File: src/rtl/cic_switchless_ctrl.sv
// Purpose : host-side CIC controller with button debounce, console reset sequencing and a switchless NTSC/PAL toggle on long press.
// Latency : button edge to FSM reaction 2 + DEBOUNCE_CYCLES cycles; led_err 1 cycle; cic_seed combinational from region_pal.
// Backpr. : none (free-running control; the button is ignored while the CIC is held in reset).
//
// Ports:
//   clk           CIC clock
//   rst           asynchronous active-low reset
//   btn_n         raw front-panel reset button, active-low, asynchronous and bouncy
//   cic_rst_host  CIC request to hold the console in reset
//   cic_dead      CIC authentication failure flag
//   cic_rst       reset to the CIC core, active-high
//   cic_seed      region/seed select to the CIC core
//   console_rst_n console reset, active-low
//   region_pal    region select to video/PPU (1 = PAL)
//   led_err       error LED
module cic_switchless_ctrl #(
  parameter int unsigned DEBOUNCE_CYCLES   = 16384,
  parameter int unsigned LONG_PRESS_CYCLES = 4000000,
  parameter int unsigned CIC_RST_CYCLES    = 256,
  parameter logic        DEFAULT_REGION    = 1'b0,
  parameter int unsigned CNT_W             = 23
) (
  input  logic clk,
  input  logic rst,
  input  logic btn_n,
  input  logic cic_rst_host,
  input  logic cic_dead,
  output logic cic_rst,
  output logic cic_seed,
  output logic console_rst_n,
  output logic region_pal,
  output logic led_err
);

  localparam logic [CNT_W-1:0] DB_LAST   = CNT_W'(DEBOUNCE_CYCLES - 1);
  localparam logic [CNT_W-1:0] LONG_LAST = CNT_W'(LONG_PRESS_CYCLES - 1);
  localparam logic [CNT_W-1:0] RST_LAST  = CNT_W'(CIC_RST_CYCLES - 1);
  localparam logic [CNT_W-1:0] CNT_MAX   = {CNT_W{1'b1}};
  localparam logic [CNT_W-1:0] CNT_ONE   = {{(CNT_W-1){1'b0}}, 1'b1};

  typedef enum logic [2:0] {
    BOOT,
    RUN,
    PRESSED,
    LONG,
    CIC_RESET
  } state_t;

  state_t            state;
  logic              btn_s1;
  logic              btn_s2;
  logic              btn_db_n;
  logic [CNT_W-1:0]  db_cnt;
  logic [CNT_W-1:0]  rst_cnt;
  logic [CNT_W-1:0]  press_cnt;

  logic              db_fire;
  logic              btn_db_n_nxt;
  logic              pressed;
  logic              run_con_n;

  // The FSM looks at the debounced level as it will be after this edge, so the
  // state change lands on the same edge as the debounced level change.
  assign db_fire      = (btn_s2 != btn_db_n) && (db_cnt == DB_LAST);
  assign btn_db_n_nxt = db_fire ? btn_s2 : btn_db_n;
  assign pressed      = ~btn_db_n_nxt;
  assign run_con_n    = ~(cic_rst_host | cic_dead);

  assign cic_seed = region_pal;

  // Synchronizer and debouncer: the debounced level only moves after the
  // synced level has disagreed with it for DEBOUNCE_CYCLES consecutive cycles.
  always_ff @(posedge clk or negedge rst) begin
    if (!rst) begin
      btn_s1   <= 1'b1;
      btn_s2   <= 1'b1;
      btn_db_n <= 1'b1;
      db_cnt   <= '0;
    end else begin
      btn_s1 <= btn_n;
      btn_s2 <= btn_s1;
      if (btn_s2 == btn_db_n) begin
        db_cnt <= '0;
      end else if (db_fire) begin
        btn_db_n <= btn_s2;
        db_cnt   <= '0;
      end else if (db_cnt != CNT_MAX) begin
        db_cnt <= db_cnt + CNT_ONE;
      end
    end
  end

  always_ff @(posedge clk or negedge rst) begin
    if (!rst) begin
      led_err <= 1'b0;
    end else begin
      led_err <= cic_dead;
    end
  end

  // Main sequencer; outputs are registered with the values of the state being entered.
  always_ff @(posedge clk or negedge rst) begin
    if (!rst) begin
      state         <= BOOT;
      cic_rst       <= 1'b1;
      console_rst_n <= 1'b0;
      region_pal    <= DEFAULT_REGION;
      rst_cnt       <= '0;
      press_cnt     <= '0;
    end else begin
      case (state)
        BOOT, CIC_RESET: begin
          // Button is ignored while the CIC is held in reset.
          if (rst_cnt == RST_LAST) begin
            state         <= RUN;
            rst_cnt       <= '0;
            cic_rst       <= 1'b0;
            console_rst_n <= run_con_n;
          end else begin
            cic_rst       <= 1'b1;
            console_rst_n <= 1'b0;
            if (rst_cnt != CNT_MAX) rst_cnt <= rst_cnt + CNT_ONE;
          end
        end

        RUN: begin
          cic_rst <= 1'b0;
          // Level-sensitive: a press still held when RUN is re-entered counts again.
          if (pressed) begin
            state         <= PRESSED;
            press_cnt     <= '0;
            console_rst_n <= 1'b0;
          end else begin
            console_rst_n <= run_con_n;
          end
        end

        PRESSED: begin
          console_rst_n <= 1'b0;
          // Threshold is checked before release so a release on the threshold
          // cycle still counts as a long press.
          if (press_cnt == LONG_LAST) begin
            region_pal <= ~region_pal;
            state      <= LONG;
            cic_rst    <= 1'b1;
          end else if (!pressed) begin
            state   <= CIC_RESET;
            rst_cnt <= '0;
            cic_rst <= 1'b1;
          end else begin
            cic_rst <= 1'b0;
            if (press_cnt != CNT_MAX) press_cnt <= press_cnt + CNT_ONE;
          end
        end

        LONG: begin
          // Region is held here; no further toggles while the button stays down.
          cic_rst       <= 1'b1;
          console_rst_n <= 1'b0;
          if (!pressed) begin
            state   <= CIC_RESET;
            rst_cnt <= '0;
          end
        end

        default: begin
          state         <= BOOT;
          cic_rst       <= 1'b1;
          console_rst_n <= 1'b0;
          rst_cnt       <= '0;
          press_cnt     <= '0;
        end
      endcase
    end
  end

endmodule

File: config.mk
export PLATFORM = sky130hd
export DESIGN_NAME = cic_switchless_ctrl
export DESIGN_NICKNAME = d
export VERILOG_FILES = /design/src/rtl/cic_switchless_ctrl.sv
export SDC_FILE = /design/constraint.sdc
export NUM_CORES = 1
export LEC_CHECK = 0
export ABC_CLOCK_PERIOD_IN_PS = 7400
export BUFFER_PORTS_ARGS = -buffer_cell sky130_fd_sc_hd__buf_2
export CELL_PAD_IN_SITES_DETAIL_PLACEMENT = 1
export CELL_PAD_IN_SITES_GLOBAL_PLACEMENT = 1
export CORE_MARGIN = 4
export CORE_UTILIZATION = 35
export DETAILED_ROUTE_END_ITERATION = 10
export PLACE_DENSITY_LB_ADDON = 0.1
export SLEW_MARGIN = 20
export SYNTH_ARGS = -nofsm -noshare
export SYNTH_HDL_FRONTEND = slang
export SYNTH_SLANG_ARGS = --single-unit
File: constraint.sdc
create_clock -name clk -period 7.4 [get_ports clk]
set_input_delay 2.22 -clock clk [delete_from_list [all_inputs] [get_ports clk]]
set_output_delay 2.22 -clock clk [all_outputs]
set_load 0.03 [all_outputs]
After elaboration in Yosys (flattened, before gate mapping)
Cells that the tools add are included.

Add/sub/neg operators: 3. $mul: 0. Divide/modulo/power cells: 0. $lt $le $gt $ge: 0. Eq/ne operators: 18. Shift operators: 0. Mux-type cells: 26. Bitwise operators: 5. Reductions and logical operators: 9.

Operators with widths (count): two-way mux 23 bit (11); one-hot mux 23 bit (4 select lines) (1); adder 23 x 1 -> 23 bit (second input constant) (3); != test 23 bit (second input constant) (3); one-hot mux 23 bit (3 select lines) (1); equality test 23 x 14 -> 1 bit (second input constant) (1); equality test 23 x 22 -> 1 bit (second input constant) (1); equality test 23 x 8 -> 1 bit (second input constant) (1); two-way mux 3 bit (4); one-hot mux 3 bit (4 select lines) (1); != test 2 bit (second input constant) (5); equality test 3 x 2 -> 1 bit (second input constant) (2); two-way mux 1 bit (6); AND reduction 5 bit (1); inverter 1 bit (4); AND reduction 2 bit (2); equality test 3 x 1 -> 1 bit (second input constant) (1); equality test 3 bit (second input constant) (1); zero test 3 bit (1); != test 3 bit (second input constant) (1); one-hot mux 1 bit (3 select lines) (1); AND reduction 3 bit (1); nonzero test 3 bit (1); OR reduction 3 bit (1); 6 further kinds (6).

Register bits: 79. Latch bits: 0. Bits in writable memories: 0. Memory bits (read-only): 0. Bits of input ports: 5. Output and inout port bits: 5. Word-level logic and storage cells: 72. Memories kept: 0.

Logic depth before layout (Yosys ltp)
Gate-level depths: netlist of the first run.

Depth in word-level cells: 6. Depth in mapped cells: 8. Depth with buffers taken out: 8.

Least setup slack after synthesis of the first run
OpenSTA, ideal clock, no wires.

Kind: reg-to-output. Start point: register region_pal, in the netlist cic_seed. End point: output port region_pal. Arrival: 736 ps. Data required time: 5180 ps. Setup slack: 4444 ps. Stages on the path, launching flop included: 2. Path buffers: 1. Cells stage by stage: dfrtp_1 > buf_4.

RTL lines: start, declared (line 31) `output logic region_pal,`; start signal, assigned (line 143) `region_pal <= ~region_pal;`.

No word-level cell between the ends.

Worst setup path after layout of the first run
Start point: register cic_rst. End point: output port cic_rst.

RTL lines: start, declared (line 28) `output logic cic_rst,`; start signal, assigned (line 105) `cic_rst <= 1'b1;`; start signal, assigned (line 117) `cic_rst <= 1'b0;`; start signal, assigned (line 120) `cic_rst <= 1'b1;`.

No word-level cell between the ends.

==> summary.md, run 1 <==
| Metric | Value |
|---|---|
| Ratio of cells with drive above 1 in the final layout | 8.30% |
| Highest-count cells in the layout ignoring fill and taps | dfrtp_1 (75), nor2_1 (57), nand3_1 (45) |
| Min Tclk post-route | approximately 3.3 ns |
| Num CTS Buffers | 9 |
| Setup Fix Bufs, Post-CTS | 0 |
| Ys flop type | dfrtp_1 |
| Initial antenna violation count | 0 |
| Mapped Avg Cell Area | a little under 9 sq um |
| Initial Util | 36.1% |
| CP Capture Type | primary output |
| Synth warnings | 0 |
| Worst setup SP type | flop |
| Vias per cell | roughly 5.7 |
| Leak pwr | 2.00 nW |
| Diodes inserted | 0 |
| Hold Violations, Final | 0 |
| Setup TNS | 0 ns |
| Final period utilization | approximately 44% |
| Area Growth Syn to Fin | 11.6% |
| Clock Path Buffers | 2 |
| Max-cap viol count | 0 |
| HPWL after DPL | 7.90 mm |
| WP data arrival | ~1.0 ns |
| Resize count post-CTS | 0 |
| VDD IR-drop max | just over 100 uV |
| CP bufs+invs | 1 |
| FMAX | approximately 300 MHz |
| Critical Path RT | 5.18 ns |
| Worst Hold Class | reg -> reg |
| CORE AREA | between 10000 and 15000 sq um |
| First-pass GRT wire length | 20.1 mm |
| Iteration-0 DRC Markers | between 150 and 200 |
| # clock sinks | 79 |
| Clk_skew | between 0.003 and 0.004 ns |
| Async set or reset register ratio after synthesis | between 90% and 100% |
| Filler cells | 1441 |
| Critical-path top delay cell | dfstp_2 |
| Post-synth EDFFs | 0 |
| Vias in the first global route | 3859 |
| Synth unique cells | 52 |
| Remaining antenna violation count after routing | 0 |
| Final Setup Violations | 0 |
| Mapped Area | around 4400 sq um |
| 1st-pass router iterations | 4 |
| Hold-fix buffer count after cts | 0 |
| Ports | 10 |
| Mapped Nets | ~500 |
| Flops & latches, synth | 79 |
| H-tree Lvls | 3 |
| Die Area | about 14000 sq um |
| GP Congestion | 0.773 |
| DR WL/cell | around 18 microns |
| CP delay by family, top | flip-flops |
| RSZ-0062 raised after global routing | no |
| Die H | roughly 120 microns |
| Slew HR | 31.4% |
| Final Core Density | between 40% and 50% |
| IO Port Bufs | 9 |
| Sequential share of the synthesized area | between 40% and 50% |
| DRC | 0 |
| Crit-path cells | buf_2 |
| Final WL | roughly 12 mm |
| Net count, final | around 500 |
| CTS tree | built |
| Chip Width | ~120 microns |
| Leading cell type in the layout, fill and taps excluded | dfrtp_1 |
| Worst skew pair latency | 0.35 ns |
| Largest stage delay, worst path | just over 0.5 ns |
| Actual slew at the worst max-slew pin | slightly above 1 ns |
| Overflow after GRT | 0 |
| Post-Syn Instances | just under 500 |
| Global Route Usage Sum | between 10% and 20% |
| Site row count | 40 |
| Vias | between 3000 and 4000 |
| Largest net degree at the start of global routing | 80 |
| Slew Viols, Final | 0 |
| CTS clk-pin slew, worst paths | ~0.06 ns |
| Cell area power density | 193 nW/um^2 |
| Status | finished clean |
| WS Path Type | reg -> out |
| Worst-path fanout max | 1 |
| Clock tree root driver cell | clkbuf_16 |
==> final timing paths <==
check,startpoint,to,slack [ns],depth (start not counted)
worst min-delay path,btn_s1$_DFF_PN1_,btn_s2$_DFF_PN1_,0.36,0
worst max register to register,db_cnt[0]$_DFFE_PN0P_,rst_cnt[1]$_DFFE_PN0P_,4.19,7
worst min register to register,btn_s1$_DFF_PN1_,btn_s2$_DFF_PN1_,0.36,0
worst max-delay path,cic_rst$_DFF_PN1_,cic_rst,4.14,1
max in group asynchronous,rst,db_cnt[3]$_DFFE_PN0P_,4.94,1
min in group asynchronous,rst,db_cnt[10]$_DFFE_PN0P_,1.89,1
==> report_power, final <==
part	switching, mW	internal, mW
clock	0.180	0.314
sequential	0.00170	0.435
combinational	0.0134	0.00332
==> area by class of cell <==
class | count | area (sq um) | area share, %
Tap cell | 168 | 210 | 4.29
Timing Repair Buffer | 13 | 81.3 | 1.66
Clock buffer | 13 | 260 | 5.31
Sequential cell | 79 | 1980 | 40.5
Inverter | 7 | 26.3 | 0.537
Clock inverter | 3 | 65.1 | 1.33
Multi-Input combinational cell | 379 | 2270 | 46.4
==> stage by stage <==
stage / power [mW] / setup slack [ns] / cells / hold WS (ns) / area, sq um
3_5_place_dp: 0.462 / 4.19 / 646 / 0.348 / 4570
5_1_grt: 0.984 / 3.94 / 662 / 0.362 / 4900
4_1_cts: 0.961 / 4.12 / 662 / 0.359 / 4890
6_report: 0.947 / 4.14 / 662 / 0.357 / 4900
3_3_place_gp: 0.461 / 4.23 / 646 / 0.350 / 4570
2_1_floorplan: 0.449 / 4.44 / 491 / 0.345 / 4390
==> registers in the layout (all words and copies together) (netlist names), 3 cells and up <==
name,count
db_cnt,23
press_cnt,23
state,3
rst_cnt,23
==> synth_stat cells (all sizes together) (2+ instances only) <==
master	count	share of area [%]
a21o	14	2.4
a21oi	18	2.1
a221o	5	1.1
a22o	3	0.60
a31oi	18	2.7
and2	3	0.43
and3	10	1.4
and4	8	1.6
buf	5	0.77
clkbuf	21	1.8
dfrtp	75	43
dfstp	4	2.4
ha	3	0.86
inv	7	0.60
mux2i	2	0.46
nand2	30	2.6
nand2b	6	0.86
nand3	45	5.1
nand4	19	2.7
nor2	57	4.9
nor2b	2	0.29
nor3	18	2.1
nor3b	4	0.68
nor4	17	2.6
nor4b	3	0.60
o21ai	32	3.6
o22a	5	1.0
o31ai	13	2.5
o41ai	2	0.40
or2	2	0.34
or3	8	1.3
or4	4	0.86
xnor2	14	2.8
xor2	4	0.80
==> routing by layer <==
layer  global-route usage, %  wire length (microns)  vias to the layer above
met1                    22.5                   5740                     1901
met3                    4.24                    251                       12
met4                    4.94                    144                        0
li1                        -                      -                     1837
met5                       0                      0                        -
met2                    28.8                   5590                       21
==> kinds of logic after synthesis <==
family | Yosys count | share of synthesized area [%]
adder cells (fa/ha/maj) | 3 | 0.856
AO/OA/AOI/OAI | 119 | 18.3
multiplexers | 2 | 0.456
flip-flops | 79 | 45.2
XOR/XNOR | 18 | 3.59
AND/OR/NAND/NOR | 237 | 28.4
buffers and inverters | 33 | 3.17
Note: power is estimated with default switching activity, not from simulation.
==> inputs of run 2 (changes only) <==
- ABC_CLOCK_PERIOD_IN_PS: 7400 -> 2950
- clock period: 7.4 -> 2.95 ns (I/O delays scaled with it)
==> summary.md, run 2 (synthesized netlist as in run 1, its figures left out) <==
| Metric | Value |
|---|---|
| Chip Width | roughly 120 microns |
| Biggest regs | db_cnt x23, press_cnt x23, rst_cnt x23 |
| Largest net degree at the start of global routing | 43 |
| Worst Hold Class | reg -> reg |
| Worst Reg-to-Reg Cells | 8 |
| Internal power | 1.67 mW |
| Min Tclk post-route | 2.71 ns |
| Sequential power share | about 51% |
| Cell area power density | approximately 440 nW/um^2 |
| CORE AREA | ~12000 sq um |
| Setup Fix Bufs, Post-CTS | 0 |
| Site row count | 40 |
| IO Port Bufs | 9 |
| Highest-count cells in the layout ignoring fill and taps | dfrtp_1 (75), nor2_1 (57), nand3_1 (45) |
| Iteration-0 DRC Markers | 123 |
| Critical-path top delay cell | or4_4 |
| DRC | 0 |
| Critical Path RT | 3.17 ns |
| Clock Path Buffers | 2 |
| Clk_skew | 0.00938 ns |
| Leak pwr | 2.02 nW |
| Net count, final | 506 |
| CP bufs+invs | 1 |
| First-pass GRT wire length | 20.7 mm |
| Ports | 10 |
| Ratio of cells with drive above 1 in the final layout | under 10% |
| HPWL after DPL | ~8.4 mm |
| Setup TNS | 0 ns |
| Global Route Usage Sum | approximately 18% |
| Switching power | 0.485 mW |
| Max-cap viol count | 0 |
| Largest stage delay, worst path | 0.55 ns |
| CP Capture Type | flop |
| Slew Viols, Final | 0 |
| Vias in the first global route | 3994 |
| Vias per cell | roughly 5.7 |
| 1st-pass router iterations | 4 |
| Crit-path cells | ha_1 -> nand3_1 -> or4_4 -> or4_4 -> and2_1 -> inv_1 -> nor2_1 -> a221o_1 |
| CP most frequent cell | or4_4 |
| Initial antenna violation count | 0 |
| VDD IR-drop max | 187 uV |
| Remaining antenna violation count after routing | 0 |
| Slew HR | about half |
| Post-DP Area | between 4000 and 5000 sq um |
| DR WL/cell | roughly 18 microns |
| Worst-path fanout max | 5 |
| Num CTS Buffers | 9 |
| Status | finished clean |
| Final WL | roughly 12 mm |
| Clock share of power | roughly 47% |
| Vias | approximately 3800 |
| CP delay by family, top | simple AND/OR/NAND/NOR gates |
| Hold slack | approximately 0.36 ns |
| WP data arrival | between 2 and 3 ns |
| Diodes inserted | 0 |
| # clock sinks | 79 |
| Worst skew pair latency | approximately 0.35 ns |
| Reg2Reg Setup Slack | 0.24 ns |
| GP Congestion | slightly above 0.8 |
| Fin area | 4910 sq um |
| Worst setup SP type | flop |
| CTS clk-pin slew, worst paths | about 0.06 ns |
| H-tree Lvls | 3 |
| Clock tree root driver cell | clkbuf_16 |
| Die H | 120 microns |
| Hold Violations, Final | 0 |
| Leading cell type in the layout, fill and taps excluded | dfrtp_1 |
| Initial Util | between 30 and 40% |
| FMAX | 369 MHz |
| Logic pwr share | under 10% |
| RSZ-0062 raised after global routing | no |
| WS Path Type | reg -> reg |
| Hold path depth | 0 |
| Overflow after GRT | 0 |
| CTS tree | built |
| Die Area | 14400 sq um |
| Final period utilization | between 90 and 100% |
| Area Growth Syn to Fin | 11.9% |
| Actual slew at the worst max-slew pin | roughly 0.76 ns |
| Final Setup Violations | 0 |
| Switching share of power | a little under a quarter |
| WP depth | 8 |
-- run 2: layout make-up --
class	count	area, sq um
fill	1423	7250
tap	168	210
inverter	7	26.3
clock buffer	12	236
timing repair buffer	22	158
sequential	79	1980
clock inverter	4	23.8
multi-input combinational	379	2280
-- run 2: power groups by stage --
| stage | Combinational, mW | Sequential, mW | Clock, mW |
|---|---|---|---|
| floorplan | 0.0108 | 1.11 | 0 |
| finish | 0.0445 | 1.09 | 1.01 |
| CTS | 0.0474 | 1.09 | 1.05 |
| detailed placement | 0.0473 | 1.11 | 0 |
| global route | 0.0526 | 1.09 | 1.10 |
| global placement | 0.0461 | 1.11 | 0 |
-- run 2: final timing paths --
kind / startpoint / end
worst max register to register: db_cnt[0]$_DFFE_PN0P_ / press_cnt[20]$_DFFE_PN0P_
max in group asynchronous: rst / btn_db_n$_DFFE_PN1P_
worst min-delay path: btn_s1$_DFF_PN1_ / btn_s2$_DFF_PN1_
worst min register to register: btn_s1$_DFF_PN1_ / btn_s2$_DFF_PN1_
worst max-delay path: db_cnt[0]$_DFFE_PN0P_ / press_cnt[20]$_DFFE_PN0P_
min in group asynchronous: rst / db_cnt[9]$_DFFE_PN0P_
-- run 2: metrics by stage --
stage / util [%] / instances / total power [mW] / setup slack (ns)
global placement: 38.2 / 655 / 1.16 / 0.230
CTS: 40.4 / 671 / 2.20 / 0.147
floorplan: - / 491 / 1.13 / 0.404
global route: 40.4 / 671 / 2.25 / 0.0514
detailed placement: 38.2 / 655 / 1.16 / 0.163
finish: 40.4 / 671 / 2.15 / 0.239
-- run 2: repair_timing --
action                     in CTS  in global routing
resized for setup               0                  1
setup endpoints to repair       0                  4
hold buffers                    0                  0
-- run 2: routing by layer --
metal  global-route usage [%]  share of wire (%)  wire length [microns]  vias up
met5                        0                  0                      0        -
met4                     5.51                1.3                    161        0
li1                         -                  -                      -     1848
met1                     24.1                 48                   5680     1927
met3                     3.44                2.4                    282       13
met2                     29.2                 49                   5820       32
